**src/rtl/axis_nway_adder_pkg.sv**
```systemverilog
// Shared constants and helper functions for the stream-adder blocks.
// Provides a constant clog2 and the full-precision sum width used by the adder.
package axis_nway_adder_pkg;

  localparam int MIN_CH = 2;
  localparam int MAX_CH = 16;

  // Constant-evaluable ceil(log2(value)); clog2_f(1) = 0.
  function automatic int clog2_f(input int value);
    int result;
    int remaining;
    result    = 0;
    remaining = value - 1;
    while (remaining > 0) begin
      result++;
      remaining = remaining >> 1;
    end
    return result;
  endfunction

  // Width that holds the exact sum of num_ch operands of data_w bits.
  function automatic int sum_w_f(input int data_w, input int num_ch);
    return data_w + clog2_f(num_ch);
  endfunction

endpackage

```
**src/rtl/axis_sync_fifo.sv**
```systemverilog
// Single-clock FIFO with a valid/ready write port and a show-ahead read port.
// Pointers carry one extra wrap bit so full and empty are distinguished without a counter.
module axis_sync_fifo
  import axis_nway_adder_pkg::*;
#(
  parameter int DATA_W = 8,
  parameter int DEPTH  = 4
) (
  input  logic              clk,
  input  logic              rst_n,
  input  logic              wr_valid_i,
  output logic              wr_ready_o,
  input  logic [DATA_W-1:0] wr_data_i,
  input  logic              rd_en_i,
  output logic [DATA_W-1:0] rd_data_o,
  output logic              empty_o
);

  localparam int AW = clog2_f(DEPTH);

  logic [AW:0]       wr_ptr_q, wr_ptr_d;
  logic [AW:0]       rd_ptr_q, rd_ptr_d;
  logic              open_q;
  logic              full;
  logic              push;
  logic              pop;
  logic [DATA_W-1:0] mem_q [DEPTH];

  assign full    = (wr_ptr_q[AW] != rd_ptr_q[AW]) &&
                   (wr_ptr_q[AW-1:0] == rd_ptr_q[AW-1:0]);
  assign empty_o = (wr_ptr_q == rd_ptr_q);

  // Ready comes only from registered state; open_q holds it low until the first edge after reset.
  assign wr_ready_o = open_q & ~full;
  assign push       = wr_valid_i & wr_ready_o;
  assign pop        = rd_en_i & ~empty_o;
  assign rd_data_o  = mem_q[rd_ptr_q[AW-1:0]];

  // NOTE: every combinational output gets a default first, so no path can infer a latch.
  always_comb begin
    wr_ptr_d = wr_ptr_q;
    rd_ptr_d = rd_ptr_q;
    if (push) wr_ptr_d = wr_ptr_q + {{AW{1'b0}}, 1'b1};
    if (pop)  rd_ptr_d = rd_ptr_q + {{AW{1'b0}}, 1'b1};
  end

  // NOTE: state registers use non-blocking assignments so all flops update together at the edge.
  always_ff @(posedge clk or negedge rst_n) begin
    if (!rst_n) begin
      wr_ptr_q <= '0;
      rd_ptr_q <= '0;
      open_q   <= 1'b0;
    end else begin
      wr_ptr_q <= wr_ptr_d;
      rd_ptr_q <= rd_ptr_d;
      open_q   <= 1'b1;
    end
  end

  // NOTE: storage is deliberately left unreset; the pointers alone define which entries are valid.
  always_ff @(posedge clk) begin
    if (push) mem_q[wr_ptr_q[AW-1:0]] <= wr_data_i;
  end

endmodule

```
**src/rtl/axis_nway_adder.sv**
```systemverilog
// N-input AXI-Stream join-and-add: one beat per channel is summed into one full-precision beat.
// Each channel is buffered in its own FIFO; the join pops all heads together when the output can take a beat.
module axis_nway_adder
  import axis_nway_adder_pkg::*;
#(
  parameter int NUM_CH = 3,
  parameter int DATA_W = 8,
  parameter int DEPTH  = 4,
  parameter int SIGNED = 0,
  parameter int SUM_W  = sum_w_f(DATA_W, NUM_CH)
) (
  input  logic                     clk,
  input  logic                     rst_n,
  input  logic [NUM_CH*DATA_W-1:0] s_axis_data,
  input  logic [NUM_CH-1:0]        s_axis_valid,
  output logic [NUM_CH-1:0]        s_axis_ready,
  output logic [SUM_W-1:0]         m_axis_data,
  input  logic                     m_axis_ready,
  output logic                     m_axis_valid
);

  localparam int EXT_W = SUM_W - DATA_W;

  logic [NUM_CH-1:0] empty;
  logic [DATA_W-1:0] head [NUM_CH];
  logic              fire;
  logic [SUM_W-1:0]  sum;
  logic [SUM_W-1:0]  m_data_q, m_data_d;
  logic              m_valid_q, m_valid_d;

  for (genvar g = 0; g < NUM_CH; g++) begin : g_ch
    axis_sync_fifo #(
      .DATA_W (DATA_W),
      .DEPTH  (DEPTH)
    ) u_fifo (
      .clk        (clk),
      .rst_n      (rst_n),
      .wr_valid_i (s_axis_valid[g]),
      .wr_ready_o (s_axis_ready[g]),
      .wr_data_i  (s_axis_data[g*DATA_W +: DATA_W]),
      .rd_en_i    (fire),
      .rd_data_o  (head[g]),
      .empty_o    (empty[g])
    );
  end

  // Join only when every channel has a head and the output register is free or draining.
  assign fire = ~|empty & (~m_valid_q | m_axis_ready);

  // Extend each head per SIGNED, then accumulate; SUM_W is wide enough that no carry is lost.
  always_comb begin
    sum = '0;
    for (int i = 0; i < NUM_CH; i++) begin
      if (SIGNED != 0) sum = sum + {{EXT_W{head[i][DATA_W-1]}}, head[i]};
      else             sum = sum + {{EXT_W{1'b0}}, head[i]};
    end
  end

  always_comb begin
    m_data_d  = m_data_q;
    m_valid_d = m_valid_q;
    if (fire) begin
      m_data_d  = sum;
      m_valid_d = 1'b1;
    end else if (m_valid_q && m_axis_ready) begin
      m_valid_d = 1'b0;
    end
  end

  always_ff @(posedge clk or negedge rst_n) begin
    if (!rst_n) begin
      m_data_q  <= '0;
      m_valid_q <= 1'b0;
    end else begin
      m_data_q  <= m_data_d;
      m_valid_q <= m_valid_d;
    end
  end

  assign m_axis_data  = m_data_q;
  assign m_axis_valid = m_valid_q;

endmodule

```
**config.mk**
```make
export PLATFORM = sky130hd
export DESIGN_NAME = axis_nway_adder
export DESIGN_NICKNAME = d
export VERILOG_FILES = /design/src/rtl/axis_nway_adder_pkg.sv /design/src/rtl/axis_sync_fifo.sv /design/src/rtl/axis_nway_adder.sv
export SDC_FILE = /design/constraint.sdc
export NUM_CORES = 1
export LEC_CHECK = 0
export BUFFER_PORTS_ARGS = -buffer_cell sky130_fd_sc_hd__buf_2
export CORE_UTILIZATION = 40
export CTS_CLUSTER_DIAMETER = 100
export DETAILED_ROUTE_END_ITERATION = 10
export GPL_TIMING_DRIVEN = 0
export SYNTH_ARGS = -nofsm -noshare
export SYNTH_HDL_FRONTEND = slang
export SYNTH_HIERARCHICAL = 1
export SYNTH_SLANG_ARGS = --single-unit
```
**constraint.sdc**
```tcl
create_clock -name clk -period 9.52 [get_ports clk]
set_clock_uncertainty 0.05 [all_clocks]
set_input_delay 1.904 -clock clk [delete_from_list [all_inputs] [get_ports clk]]
set_output_delay 1.904 -clock clk [all_outputs]
set_load 0.01 [all_outputs]
```
After elaboration in Yosys (flattened, before gate mapping)

Memories as Yosys holds them, arrays and structs flattened.
Index checks and enable logic that the tools add are counted.

RAM bits: 96
Bits in registers: 30
Memories: 3

Reduce and logical (&&, ||, !) cells: 7
Add/sub/neg operators: 8
Multiplexer cells: 8
Equal/unequal tests: 9
Bitwise gates (word level): 18

Memories:

| name                 | words | width | read ports | clocked after memory_dff | wr ports | line                 | RTL |
|---|---|---|---|---|---|---|---|
| g_ch[0].u_fifo.mem_q | 4     | 8     | 1          | 0                        | 1        | axis_sync_fifo.sv:27 | `logic [DATA_W-1:0] mem_q [DEPTH];` |
| g_ch[1].u_fifo.mem_q | 4     | 8     | 1          | 0                        | 1        | axis_sync_fifo.sv:27 |  |
| g_ch[2].u_fifo.mem_q | 4     | 8     | 1          | 0                        | 1        | axis_sync_fifo.sv:27 |  |

Operators with widths:

| operator            | number |
|---|---|
| $add 3x1->3 const B | 6 |
| $add 9x8->10        | 1 |
| $and 1x1->1         | 10 |
| $add 8x8->9         | 1 |
| $eq 3x3->1          | 3 |
| $mux 1              | 8 |
| $not 1->1           | 7 |
| $eq 2x2->1          | 3 |
| $logic_and 1x1->1   | 4 |
| $ne 1x1->1          | 3 |
| $reduce_or 3->1     | 1 |
| $reduce_bool 2->1   | 1 |
| $logic_not 1->1     | 1 |
| $or 1x1->1          | 1 |

Longest topological paths before layout

Depth in word-level cells: 7
Depth in mapped cells: 11
Gate-level depth less buffers: 10

By module

Netlist, hierarchy kept.

Modules (own cells, without submodules):

| module                              | cells an instance | seq. area each (um^2) | times used | area an instance (um^2) |
|---|---|---|---|---|
| axis_sync_fifo (g_ch[0].u_fifo ...) | 86                | 1136.1                | 2          | 1632.8 |
| axis_sync_fifo (g_ch[1].u_fifo)     | 86                | 1136.1                | 1          | 1672.9 |
| axis_nway_adder                     | 94                | 275.3                 | 1          | 929.6 |

Worst setup path after synthesis

No wires, ideal clock.

Path type: register to register
Start point: reg g_ch[1].u_fifo.rd_ptr_q[0]
End point: reg m_data_q[7], in the netlist m_axis_data[7]
Cell stages (with the launch flop): 10
Data arrival time: 2885 ps
Clock period less this slack: 3031 ps
Library setup time: 95 ps
Slack: 6489 ps
Cells stage by stage: dfrtp_1 -> buf_6 -> mux4_1 -> fa_1 -> ha_1 -> fa_1 -> a211oi_1 -> o21ai_1 -> and3_1 -> o31ai_1

RTL lines:

| what                     | line                  | RTL |
|---|---|---|
| start: declaration       | axis_sync_fifo.sv:22  | `logic [AW:0] rd_ptr_q, rd_ptr_d;` |
| start signal: assignment | axis_sync_fifo.sv:55  | `rd_ptr_q <= rd_ptr_d;` |
| end signal: assignment   | axis_nway_adder.sv:75 | `m_data_q <= m_data_d;` |
| end: declaration         | axis_nway_adder.sv:28 | `logic [SUM_W-1:0] m_data_q, m_data_d;` |

Worst setup path in the final report

Start point: reg g_ch[1].u_fifo.wr_ptr_q[1]
End point: out s_axis_ready[1]

Cells in the longest elaborated chain, start to end: 4

Ends and longest elaborated chain:

| what                     | line                  | RTL |
|---|---|---|
| start: declaration       | axis_sync_fifo.sv:21  | `logic [AW:0] wr_ptr_q, wr_ptr_d;` |
| start signal: assignment | axis_sync_fifo.sv:54  | `wr_ptr_q <= wr_ptr_d;` |
| $eq 2x2->1               | axis_sync_fifo.sv:30  | `(wr_ptr_q[AW-1:0] == rd_ptr_q[AW-1:0]);` |
| $logic_and 1x1->1        | axis_sync_fifo.sv:29  | `assign full = (wr_ptr_q[AW] != rd_ptr_q[AW]) &&` |
| $not 1->1                | axis_sync_fifo.sv:34  | `assign wr_ready_o = open_q & ~full;` |
| $and 1x1->1              | axis_sync_fifo.sv:34  |  |
| end: declaration         | axis_nway_adder.sv:16 | `output logic [NUM_CH-1:0] s_axis_ready,` |

Every way passes these cells.

==> impl_metrics.toml <==
[drt]
wl_per_cell_um = 17.32
dr_total_vias = 3084
ant_nets = 0
vias_per_cell = 5.081
drt_iter0_markers = 152
dr.pass1.iters = 4
routed_wirelength_mm = 10.51
drc = 0

[grt]
grt_max_degree = 33
grt-ovfl-total = 0
grt_first_pass_wirelength_mm = 16.55
antenna_found_initial = 0
grt_pass1_vias = 3095
grt_use_total = 0.1544

[synthesis]
syn_inst = 352
yosys_register_bits = 128
avgSynthCellArea_um2 = 16.67
ys_seq_area_frac = 0.6277
synth_warnings = 6
synth_cell_types = 48
synthesis.area_mm2 = 0.005868
synth_nets = 413

[clock_tree]
clk_pin_slew_ns = 0.06
clkLatencyLatePin_ns = 0.41
cts_tree = "built"
ctsResizeCount = 0
cts_root_buf = "clkbuf_16"
cts.sinks = 128
hold_buffers = 0
numCtsBuffers = 17
clockBufferDepth = 2
cts_max_level = 4
cts_setup_buffers = 0

[critical_path]
critical_path_class = "reg2out"
crit_family = "XOR/XNOR gates"
slowest_delay_ns = 0.47
critPathBufInv = 1
start_kind = "register"
crit_chain = "xnor2_1, a31oi_1, buf_2"
cp.required_ns = 7.57
arrival_ns = 1.66
worstPathMaxFanout = 6
end_kind = "output port"
cpMaxStageDelayCell = "xnor2_1"

[timing]
fmax_mhz = 277.0
setup_ws_ns = 5.910
final.setup.tns_ns = 0
setup_viol = 0
tightest_slew_ns = 1.117
post-route-min-period_ns = 3.610
period_share = 0.3792
maxSlewHeadroom = 0.2519
hold_violations = 0
final_max_slew_viol_count = 0
grt_setup_unrepaired = "no"

[floorplan]
core_area_mm2 = 0.01410
chipHeight_um = 123.1
initial_core_util = 0.4163
num_io_pins = 44
die_x_um = 123.1
dieArea_mm2 = 0.01516
rows = 43

[placed_design]
port_buffers = 43
routabilityCongestion = 0.7872
dpl.hpwl_mm = 7.288
place_worst_setup_slack_ns = 6.078
place_area_mm2 = 0.006309

[status]
status = "completed"

[final_layout]
layout.nets = 475
final_cell_area_mm2 = 0.006998
final_layout_size_suffix_gt1_frac = 0.2600
n_antenna_cell = 0
syn_to_final_growth_pct = 19.25

[run]
cap_violations = 0

[min_path]
holdCritPathClass = "reg2reg"
-- placed cells by master, fill, tap and decap left out, types with 4 or more instances in the layout --
master     instances
and2_1             9
nor3_1             4
nand2_1           25
edfxtp_1          96
xor2_2             4
o21ai_0            6
bufinv_16          7
mux4_2            12
fa_1               9
nor2_1             6
xnor2_1           13
xor2_1             7
buf_4              5
o31ai_1            5
mux4_1            12
a31oi_1            8
a21boi_0           4
ha_1              22
nand3_1            5
clkbuf_16         17
buf_2             43
dfrtp_1           32
inv_1             20
a21oi_1            4
-- kinds of logic (layout without fill, tap and decap cells) --
kind of cell    Yosys count  in the layout  share of synthesized area
xor+xnor                 24             24                    0.04094
simple gates             59             59                    0.05032
fa+ha+maj                31             31                    0.07761
buf+inv                  27            102                    0.02175
compound gates           50             50                    0.06717
mux                      30             30                     0.1126
other cells               3              3                   0.001919
flops                   128            128                     0.6277
-- final timing paths --
kind                                                   startpoint                                endpoint  slack, ns  cells past startpoint
min in group asynchronous                                   rst_n  g_ch[1].u_fifo/wr_ptr_q[0]$_DFFE_PN0P_       1.52                      1
setup reg to reg           g_ch[1].u_fifo/rd_ptr_q[0]$_DFFE_PN0P_              m_axis_data[7]$_DFFE_PN0P_       6.18                      9
max in group asynchronous                                   rst_n  g_ch[2].u_fifo/wr_ptr_q[1]$_DFFE_PN0P_       7.38                      1
hold reg to reg                        m_axis_data[5]$_DFFE_PN0P_              m_axis_data[5]$_DFFE_PN0P_       0.42                      2
setup / recovery           g_ch[1].u_fifo/wr_ptr_q[1]$_DFFE_PN0P_                         s_axis_ready[1]       5.91                      3
hold / removal                         m_axis_data[5]$_DFFE_PN0P_              m_axis_data[5]$_DFFE_PN0P_       0.42                      2
-- Yosys cell counts, drive strengths merged --
| cell | n | area share |
|---|---|---|
| o211ai | 1 | 0.0013 |
| nand4 | 2 | 0.0021 |
| or2 | 1 | 0.0011 |
| xor2 | 11 | 0.022 |
| buf | 6 | 0.0083 |
| nand2b | 1 | 0.0011 |
| and3 | 1 | 0.0011 |
| mux4 | 24 | 0.10 |
| o31ai | 8 | 0.013 |
| dfrtp | 32 | 0.14 |
| o21ai | 9 | 0.0077 |
| nand2 | 26 | 0.017 |
| a2111o | 1 | 0.0019 |
| nand3b | 1 | 0.0013 |
| a211o | 3 | 0.0045 |
| o2bb2ai | 2 | 0.0030 |
| fa | 9 | 0.031 |
| a31oi | 11 | 0.016 |
| edfxtp | 96 | 0.49 |
| ha | 22 | 0.047 |
| nand3 | 5 | 0.0043 |
| a21boi | 4 | 0.0051 |
| conb | 3 | 0.0019 |
| or3b | 1 | 0.0015 |
| and2 | 9 | 0.0096 |
| mux2 | 6 | 0.013 |
| a21oi | 4 | 0.0034 |
| or4 | 1 | 0.0013 |
| xnor2 | 13 | 0.019 |
| nor2 | 6 | 0.0038 |
| inv | 20 | 0.013 |
| nor3 | 5 | 0.0062 |
| clkbuf | 1 | 0.00064 |
| a211oi | 3 | 0.0055 |
| a21o | 2 | 0.0026 |
| o311ai | 2 | 0.0030 |
-- worst register-to-register path, stage by stage (launching register included) --
cell and delay (ns):
dfrtp_1 0.43, buf_6 0.21, mux4_1 0.65, fa_1 0.49
ha_1 0.26, fa_1 0.44, a211oi_1 0.23, o21ai_1 0.13
and3_1 0.18, o31ai_1 0.18
-- layer usage --
layer  part of all wire  track usage
met5                  0            0
met4              0.016      0.06777
met3              0.041      0.04566
met2               0.46       0.2360
met1               0.48       0.2044
-- metrics by stage --
| stage | instances | hold slack [ns] | util |
|---|---|---|---|
| floorplan | 352 | 0.4639 | - |
| global placement | 575 | 0.4111 | 0.4475 |
| detailed placement | 575 | 0.4158 | 0.4475 |
| CTS | 607 | 0.4288 | 0.4964 |
| global route | 607 | 0.4579 | 0.4964 |
| finish | 607 | 0.4206 | 0.4964 |
-- state kept, by name (all words and copies together), names as in the netlist --
signal                cells
m_axis_valid              1
g_ch.u_fifo/mem_q        96
g_ch.u_fifo/wr_ptr_q      9
g_ch.u_fifo/open_q        3
m_axis_data              10
g_ch.u_fifo/rd_ptr_q      9
-- cell type report --
class                           instances  area (um^2)
Buffer                                  7        52.55
Clock buffer                           17        425.4
Clock inverter                         15        264.0
Fill cell                            1221         7098
Inverter                               20        75.07
Multi-Input combinational cell        197         2057
Sequential cell                       128         3684
Tap cell                              180        225.2
Timing Repair Buffer                   43        215.2
Power is not shown: default switching activity piles up to over one toggle a cycle in this logic, so the estimate is an artifact.
